### src/rtl/cpu_pkg.sv
// rtl/cpu_pkg.sv - shared fetch parameters and fetch FSM state type
package cpu_pkg;

  localparam int ADDR_W   = 8;
  localparam int INST_W   = 32;
  localparam int RESET_PC = 0;
  localparam int PC_INC   = 1;

  typedef enum logic [1:0] {
    REQ  = 2'd0,
    FULL = 2'd1,
    DROP = 2'd2
  } fetch_state_t;

endpackage

### src/rtl/fetch_skid_buf.sv
// rtl/fetch_skid_buf.sv - one-entry {pc, inst} holding register behind the IF output register
module fetch_skid_buf import cpu_pkg::*; #(
  parameter int ADDR_W = cpu_pkg::ADDR_W,
  parameter int INST_W = cpu_pkg::INST_W
) (
  input  logic              clk,
  input  logic              rst,
  input  logic              i_load,
  input  logic              i_unload,
  input  logic              i_clear,
  input  logic [ADDR_W-1:0] i_pc,
  input  logic [INST_W-1:0] i_inst,
  output logic              o_valid,
  output logic [ADDR_W-1:0] o_pc,
  output logic [INST_W-1:0] o_inst
);

  logic              r_valid;
  logic [ADDR_W-1:0] r_pc;
  logic [INST_W-1:0] r_inst;

  // Emptying (clear/unload) wins over a simultaneous load.
  always_ff @(posedge clk) begin
    if (rst) begin
      r_valid <= 1'b0;
      r_pc    <= '0;
      r_inst  <= '0;
    end else if (i_clear || i_unload) begin
      r_valid <= 1'b0;
    end else if (i_load) begin
      r_valid <= 1'b1;
      r_pc    <= i_pc;
      r_inst  <= i_inst;
    end
  end

  assign o_valid = r_valid;
  assign o_pc    = r_pc;
  assign o_inst  = r_inst;

endmodule

### src/rtl/instruction_fetch_unit.sv
// rtl/instruction_fetch_unit.sv - IF stage: PC, imem req/ack fetch, IF/ID output with stall and redirect
module instruction_fetch_unit import cpu_pkg::*; #(
  parameter int ADDR_W   = cpu_pkg::ADDR_W,
  parameter int INST_W   = cpu_pkg::INST_W,
  parameter int RESET_PC = cpu_pkg::RESET_PC,
  parameter int PC_INC   = cpu_pkg::PC_INC
) (
  input  logic              clk,
  input  logic              rst,
  output logic              imem_req,
  output logic [ADDR_W-1:0] imem_addr,
  input  logic              imem_ack,
  input  logic [INST_W-1:0] imem_rdata,
  input  logic              br_taken,
  input  logic [ADDR_W-1:0] br_target,
  input  logic              id_stall,
  output logic              if_valid,
  output logic [ADDR_W-1:0] if_pc,
  output logic [INST_W-1:0] if_inst
);

  fetch_state_t      r_state;
  logic [ADDR_W-1:0] r_pc;
  logic [ADDR_W-1:0] r_drop_addr;
  logic              r_if_valid;
  logic [ADDR_W-1:0] r_if_pc;
  logic [INST_W-1:0] r_if_inst;

  logic              w_req;
  logic              w_ack;
  logic              w_slot_free;
  logic [ADDR_W-1:0] w_pc_next;
  logic              w_skid_load;
  logic              w_skid_unload;
  logic              w_skid_valid;
  logic [ADDR_W-1:0] w_skid_pc;
  logic [INST_W-1:0] w_skid_inst;

  assign w_req       = !rst && (r_state != FULL);
  assign w_ack       = imem_ack && w_req;
  assign w_slot_free = !r_if_valid || !id_stall;
  assign w_pc_next   = r_pc + ADDR_W'(PC_INC);

  assign w_skid_load   = !br_taken && (r_state == REQ) && w_ack && !w_slot_free;
  assign w_skid_unload = !br_taken && (r_state == FULL) && !id_stall;

  fetch_skid_buf #(
    .ADDR_W (ADDR_W),
    .INST_W (INST_W)
  ) u_skid (
    .clk      (clk),
    .rst      (rst),
    .i_load   (w_skid_load),
    .i_unload (w_skid_unload),
    .i_clear  (br_taken),
    .i_pc     (r_pc),
    .i_inst   (imem_rdata),
    .o_valid  (w_skid_valid),
    .o_pc     (w_skid_pc),
    .o_inst   (w_skid_inst)
  );

  always_ff @(posedge clk) begin
    if (rst) begin
      r_state     <= REQ;
      r_pc        <= ADDR_W'(RESET_PC);
      r_drop_addr <= '0;
      r_if_valid  <= 1'b0;
      r_if_pc     <= '0;
      r_if_inst   <= '0;
    end else if (br_taken) begin
      r_pc       <= br_target;
      r_if_valid <= 1'b0;
      // An unanswered request must still be retired before fetching the new target.
      case (r_state)
        REQ: begin
          if (w_ack) begin
            r_state <= REQ;
          end else begin
            r_drop_addr <= r_pc;
            r_state     <= DROP;
          end
        end
        FULL:    r_state <= REQ;
        DROP:    r_state <= w_ack ? REQ : DROP;
        default: r_state <= REQ;
      endcase
    end else begin
      case (r_state)
        REQ: begin
          if (w_ack) begin
            r_pc <= w_pc_next;
            if (w_slot_free) begin
              r_if_valid <= 1'b1;
              r_if_pc    <= r_pc;
              r_if_inst  <= imem_rdata;
            end else begin
              r_state <= FULL;
            end
          end else if (r_if_valid && !id_stall) begin
            r_if_valid <= 1'b0;
          end
        end
        FULL: begin
          if (!id_stall && w_skid_valid) begin
            r_if_valid <= 1'b1;
            r_if_pc    <= w_skid_pc;
            r_if_inst  <= w_skid_inst;
            r_state    <= REQ;
          end
        end
        DROP: begin
          if (w_ack) begin
            r_state <= REQ;
          end
        end
        default: r_state <= REQ;
      endcase
    end
  end

  assign imem_req  = w_req;
  assign imem_addr = (r_state == DROP) ? r_drop_addr : r_pc;
  assign if_valid  = r_if_valid;
  assign if_pc     = r_if_pc;
  assign if_inst   = r_if_inst;

endmodule

### config.mk
export PLATFORM = sky130hd
export DESIGN_NAME = instruction_fetch_unit
export DESIGN_NICKNAME = d
export VERILOG_FILES = /design/src/rtl/cpu_pkg.sv /design/src/rtl/fetch_skid_buf.sv /design/src/rtl/instruction_fetch_unit.sv
export SDC_FILE = /design/constraint.sdc
export NUM_CORES = 1
export LEC_CHECK = 0
export CAP_MARGIN = 5
export CORE_MARGIN = 2
export CORE_UTILIZATION = 54
export CTS_BUF_LIST = sky130_fd_sc_hd__clkbuf_8 sky130_fd_sc_hd__clkbuf_16
export DETAILED_ROUTE_END_ITERATION = 8
export PLACE_DENSITY = 0.89
export SYNTH_ARGS = -nofsm -noshare
export SYNTH_HDL_FRONTEND = slang
export SYNTH_SLANG_ARGS = --single-unit
### constraint.sdc
create_clock -name clk -period 2.7 [get_ports clk]
set_input_delay 0.405 -clock clk [delete_from_list [all_inputs] [get_ports clk]]
set_output_delay 0.405 -clock clk [all_outputs]
set_load 0.005 [all_outputs]
Word-level counts from Yosys, hierarchy flattened
Index checks and enable logic that the tools add are counted.
Widths: inputs -> output; s select.
{ "op_classes": {"n_addsub": 1, "eq_ne": 12, "muxes": 25, "bitwise": 3, "n_reduce_logical": 29} }
{ "op_table": {"columns": ["operator", "count"], "rows": [
  ["$mux 32", 3],
  ["$pmux 32 s2", 1],
  ["$mux 8", 7],
  ["$pmux 8 s2", 1],
  ["$mux 2", 7],
  ["$ne 3x3->1 const B", 4],
  ["$logic_and 1x1->1", 9],
  ["$add 8x1->8 const B", 1],
  ["$reduce_and 4->1", 2],
  ["$ne 3x2->1 const B", 2],
  ["$pmux 2 s3", 1],
  ["$reduce_bool 2->1", 3],
  ["$reduce_or 2->1", 3],
  ["$logic_not 1->1", 5],
  ["$reduce_and 5->1", 1],
  ["$mux 1", 4],
  ["$ne 2x1->1 const B", 2],
  ["$ne 2x2->1 const B", 2],
  ["$reduce_and 2->1", 2],
  ["$not 1->1", 3],
  ["$reduce_and 3->1", 1],
  ["$eq 2x1->1 const B", 1],
  ["$eq 2x2->1 const B", 1],
  ["$logic_not 2->1", 1],
  ["other kinds (2)", 3]
]} }
{ "word_totals": {"regBits": 100, "in_bits": 45, "word_cells": 79} }

Depth between registers and ports, before layout
{ "logic_depth": {"depth_word": 6, "mapped_depth": 7, "mapped_depth_nobuf": 4} }

Modules after synthesis
A second synthesis with hierarchy kept.
{ "hier_totals": {"hier_cells": 470, "hier_area_um2": 4838.4} }
{ "by_module_without_submodules": {"columns": ["mod", "instances", "cells_each", "area_each_um2", "seq_area_each_um2"], "rows": [
  ["instruction_fetch_unit", 1, 293, 2992.9, 1181.1],
  ["fetch_skid_buf", 1, 177, 1845.5, 820.8]
]} }

Worst setup path before layout
OpenSTA, ideal clock, no wires.
{ "synth_timing": {"path_kind": "reg2out", "start": "register r_state[1]", "end": "output imem_addr[0]", "arrival_ns": 1.207, "t_required_ns": 2.295, "setup_slack_ns": 1.088, "path_stages_with_launch": 5, "path_buffers": 2, "cell_sequence": "dfxtp_1 > buf_4 > nor2b_1 > clkbuf_1 > mux2_2"} }
{ "synth_via": {"elab_chain_len": 2} }
{ "synth_lines": {"columns": ["item", "line", "rtl"], "rows": [
  ["start: declaration", "instruction_fetch_unit.sv:22", "fetch_state_t r_state;"],
  ["start signal: assignment", "instruction_fetch_unit.sv:85", "DROP: r_state <= w_ack ? REQ : DROP;"],
  ["$eq 2x2->1", "instruction_fetch_unit.sv:123", "assign imem_addr = (r_state == DROP) ? r_drop_addr : r_pc;"],
  ["$mux 8", "instruction_fetch_unit.sv:123", null],
  ["end: declaration", "instruction_fetch_unit.sv:11", "output logic [ADDR_W-1:0] imem_addr,"]
]} }
Every way passes these cells.

Final worst setup path
{ "layout_timing": {"start": "register r_state[1]", "end": "output imem_addr[1]"} }
The elaborated chain is that of the path after synthesis.

==> flow_metrics.tcl <==
set metrics [dict create \
    placed_cells 634 \
    slew_violations 0 \
    fin_area_sq_mm 0.00538 \
    die-height_um 92.7 \
    critPathTopFamily "buffers and inverters" \
    first_pass_iters 4 \
    antenna_left 0 \
    required_ns 2.30 \
    internal-power_w 0.00218 \
    start_util_pct 55.3 \
    p_per_area_mw_per_mm2 532 \
    grt_start_max_net_pins 55 \
    crit_path_cell_trace "nor2b_1 -> buf_4 -> mux2_2 -> clkdlybuf4s50_1" \
    finalNonFillerCells 650 \
    io_pins 95 \
    crit_cells 4 \
    min_to "u_skid.o_inst[19]" \
    maxCapViolations 0 \
    dpl-instance-area_sq_mm 0.00518 \
    track_usage_pct 22.0 \
    wl_mm 9.32 \
    p_clk_share_pct 33.3 \
    via_count 3460 \
    synth_seq_cells 100 \
    antenna_cells 0 \
    cts_max_level 3 \
    final_hold_viol_count 0 \
    whs_path_depth 2 \
    yosysWarnings 0 \
    cts_tree "built" \
    postCtsSetupRepairBufs 0 \
    clock_path_buffers 2 \
    cts.sinks 100 \
    relSlewSlack_pct 53.1 \
    fin_skew_ns 0.0109 \
    worstHoldPathType "flip-flop to flip-flop" \
    cp-end-kind "primary output" \
    crit_arrival_ns 2.04 \
    syn_nets 520 \
    ff2ff_setup_slack_ns 0.84 \
    nets 589 \
    final_common_cell "dfxtp_1" \
    rows 32 \
    p_leak_nw 2.15 \
    r2r-end "if_inst[30]" \
    max_stage_delay_ns 0.53 \
    syn_inst 474 \
    numCtsBuffers 9 \
    path_class "flip-flop to primary output" \
    wl_per_cell_um 14.3 \
    r2r_cells 4 \
    place.gp.congestion 0.821 \
    clock_latency_ns 0.35 \
    areaGrowthSynthToFinish_pct 26.6 \
    via_per_inst 5.32 \
    vdd.ir_drop.worst_v 0.000357 \
    die_area_sq_mm 0.00860 \
    die_w_um 92.7 \
    post-dp-hpwl_mm 6.22 \
    synth.area.top_cells "dfxtp_1 47%, mux2i_1 12%, nand2_1 7.2%" \
    clock-root-buffer "clkbuf_8" \
    synth_top_area_cell "dfxtp_1" \
    final_core_util_pct 70.0 \
    final_cell_mix "100 x dfxtp_1, 93 x clkdlybuf4s50_1, 82 x nand2_1, 55 x nor2_1, 50 x mux2i_1" \
    switching_share_pct 23.9 \
    pwr-share-seq_pct 54.6 \
    synth.top_cell.area_share_pct 47.1 \
    reg2reg_from "r_state[1]" \
    yosysSeqAreaShare_pct 47.1 \
    status "completed" \
    register_area_sq_mm 0.00200 \
    synthDistinctLibCells 35 \
    hold_buffers 0 \
    drc_errors 0 \
    min-delay-start "u_skid.o_inst[19]" \
    setup_viol 0 \
    port_buffers 94 \
    fin_crit_ns 2.44 \
    fill_cells 601 \
    tns_ns 0 \
    cts_resized 0 \
    grt_pass1_wl_mm 15.4 \
    worst_slew_pin_slew_ns 0.703 \
    combPwrFrac_pct 12.1 \
    grt_overflow 0 \
    critPathBufInv 2 \
    rsz0062_at_grt "false" \
    critPathLaunchType "flip-flop" \
    drt_iter0_markers 140 \
    postSynthAreaPerCell_sq_um 8.97 \
    drive_above_1_share_pct 7.30 \
    core_area_sq_mm 0.00769 \
    power_switching_w 0.000685 \
    clkTransAtPathRegs_ns 0.10 \
    period_share_pct 90.5 \
    cp_slowest_cell "dfxtp_1" \
    max_clock_freq_ghz 0.409 \
    grt_pass1_vias 3381 \
    antenna_found_initial 0 \
    synthesis.area_sq_mm 0.00425 \
    crit_fanout 8 \
    multi_input_area_sq_mm 0.00200 \
]
==> synthesized netlist by cell type (all sizes together) <==
cell / n
a211oi: 40
a21oi: 48
a31oi: 1
and3: 2
and4: 1
buf: 29
clkbuf: 16
dfxtp: 100
ha: 1
inv: 3
mux2: 9
mux2i: 50
nand2: 82
nand2b: 1
nand3: 4
nand4: 2
nor2: 55
nor2b: 4
nor3b: 6
nor4: 1
nor4b: 1
o21a: 2
o221a: 2
o22ai: 4
o32a: 1
or2: 1
or4b: 1
xnor2: 2
xor2: 5
==> power by group through the flow <==
| stage | combinational, W | sequential, W | clock, W |
|---|---|---|---|
| floorplan | 0.000172 | 0.00158 | 0 |
| global placement | 0.000338 | 0.00159 | 0 |
| detailed placement | 0.000347 | 0.00160 | 0 |
| CTS | 0.000349 | 0.00156 | 0.000967 |
| global route | 0.000379 | 0.00157 | 0.00103 |
| finish | 0.000347 | 0.00156 | 0.000952 |
==> worst max path at each step <==
stage                          start             end  slack (ns)
final                     r_state[1]    imem_addr[1]        0.26
after global routing      r_state[1]    imem_addr[1]        0.18
after global placement      imem_ack  r_drop_addr[4]        0.55
after CTS                 r_state[1]    imem_addr[2]        0.26
after floorplan           r_state[1]    imem_addr[0]        1.09
after detailed placement    imem_ack  r_drop_addr[7]        0.45
==> through the flow <==
step / setup WS [ns] / hold slack (ns) / total power, W
2_1_floorplan: 1.09 / 0.436 / 0.00175
3_3_place_gp: 0.550 / 0.440 / 0.00193
4_1_cts: 0.259 / 0.459 / 0.00288
3_5_place_dp: 0.449 / 0.446 / 0.00194
5_1_grt: 0.178 / 0.482 / 0.00298
6_report: 0.257 / 0.456 / 0.00286
==> cell type report <==
| class | count | area share, % |
|---|---|---|
| clock buffers | 10 | 2.56 |
| well taps | 102 | 2.37 |
| flip-flops and latches | 100 | 37.2 |
| clock inverters | 6 | 1.16 |
| inverters | 3 | 0.209 |
| multi-input cells | 326 | 37.1 |
| repair buffers | 103 | 19.4 |
==> kinds of logic (layout without fill, tap and decap cells) <==
logic type	Yosys count	count (layout)	share of synthesized area (%)
compound gates	98	98	14.6
buf+inv	48	122	6.00
mux	59	59	14.2
simple gates	161	161	16.4
flops	100	100	47.1
fa+ha+maj	1	1	0.294
xor+xnor	7	7	1.44
==> worst register-to-register path, delay by kind of cell (launching register included) <==
kind                   cells  cell delay, ns
multiplexers               1            0.22
flip-flops                 1            0.53
AO/OA/AOI/OAI              1            0.28
AND/OR/NAND/NOR            1            0.19
buffers and inverters      1            0.56
==> state kept, by name, indices dropped and copies added, names as in the netlist <==
signal / flops
if_inst: 32
u_skid.o_inst: 32
if_pc: 8
r_drop_addr: 8
r_pc: 8
u_skid.o_pc: 8
r_state: 2
if_valid: 1
u_skid.o_valid: 1
==> layer usage <==
metal / GRT usage (%) / wire length [um]
met5: 0 / 0
met4: 7.11 / 104
met3: 4.07 / 469
met2: 38.0 / 4370
met1: 27.9 / 4380
(Power assumes the default switching activity.)
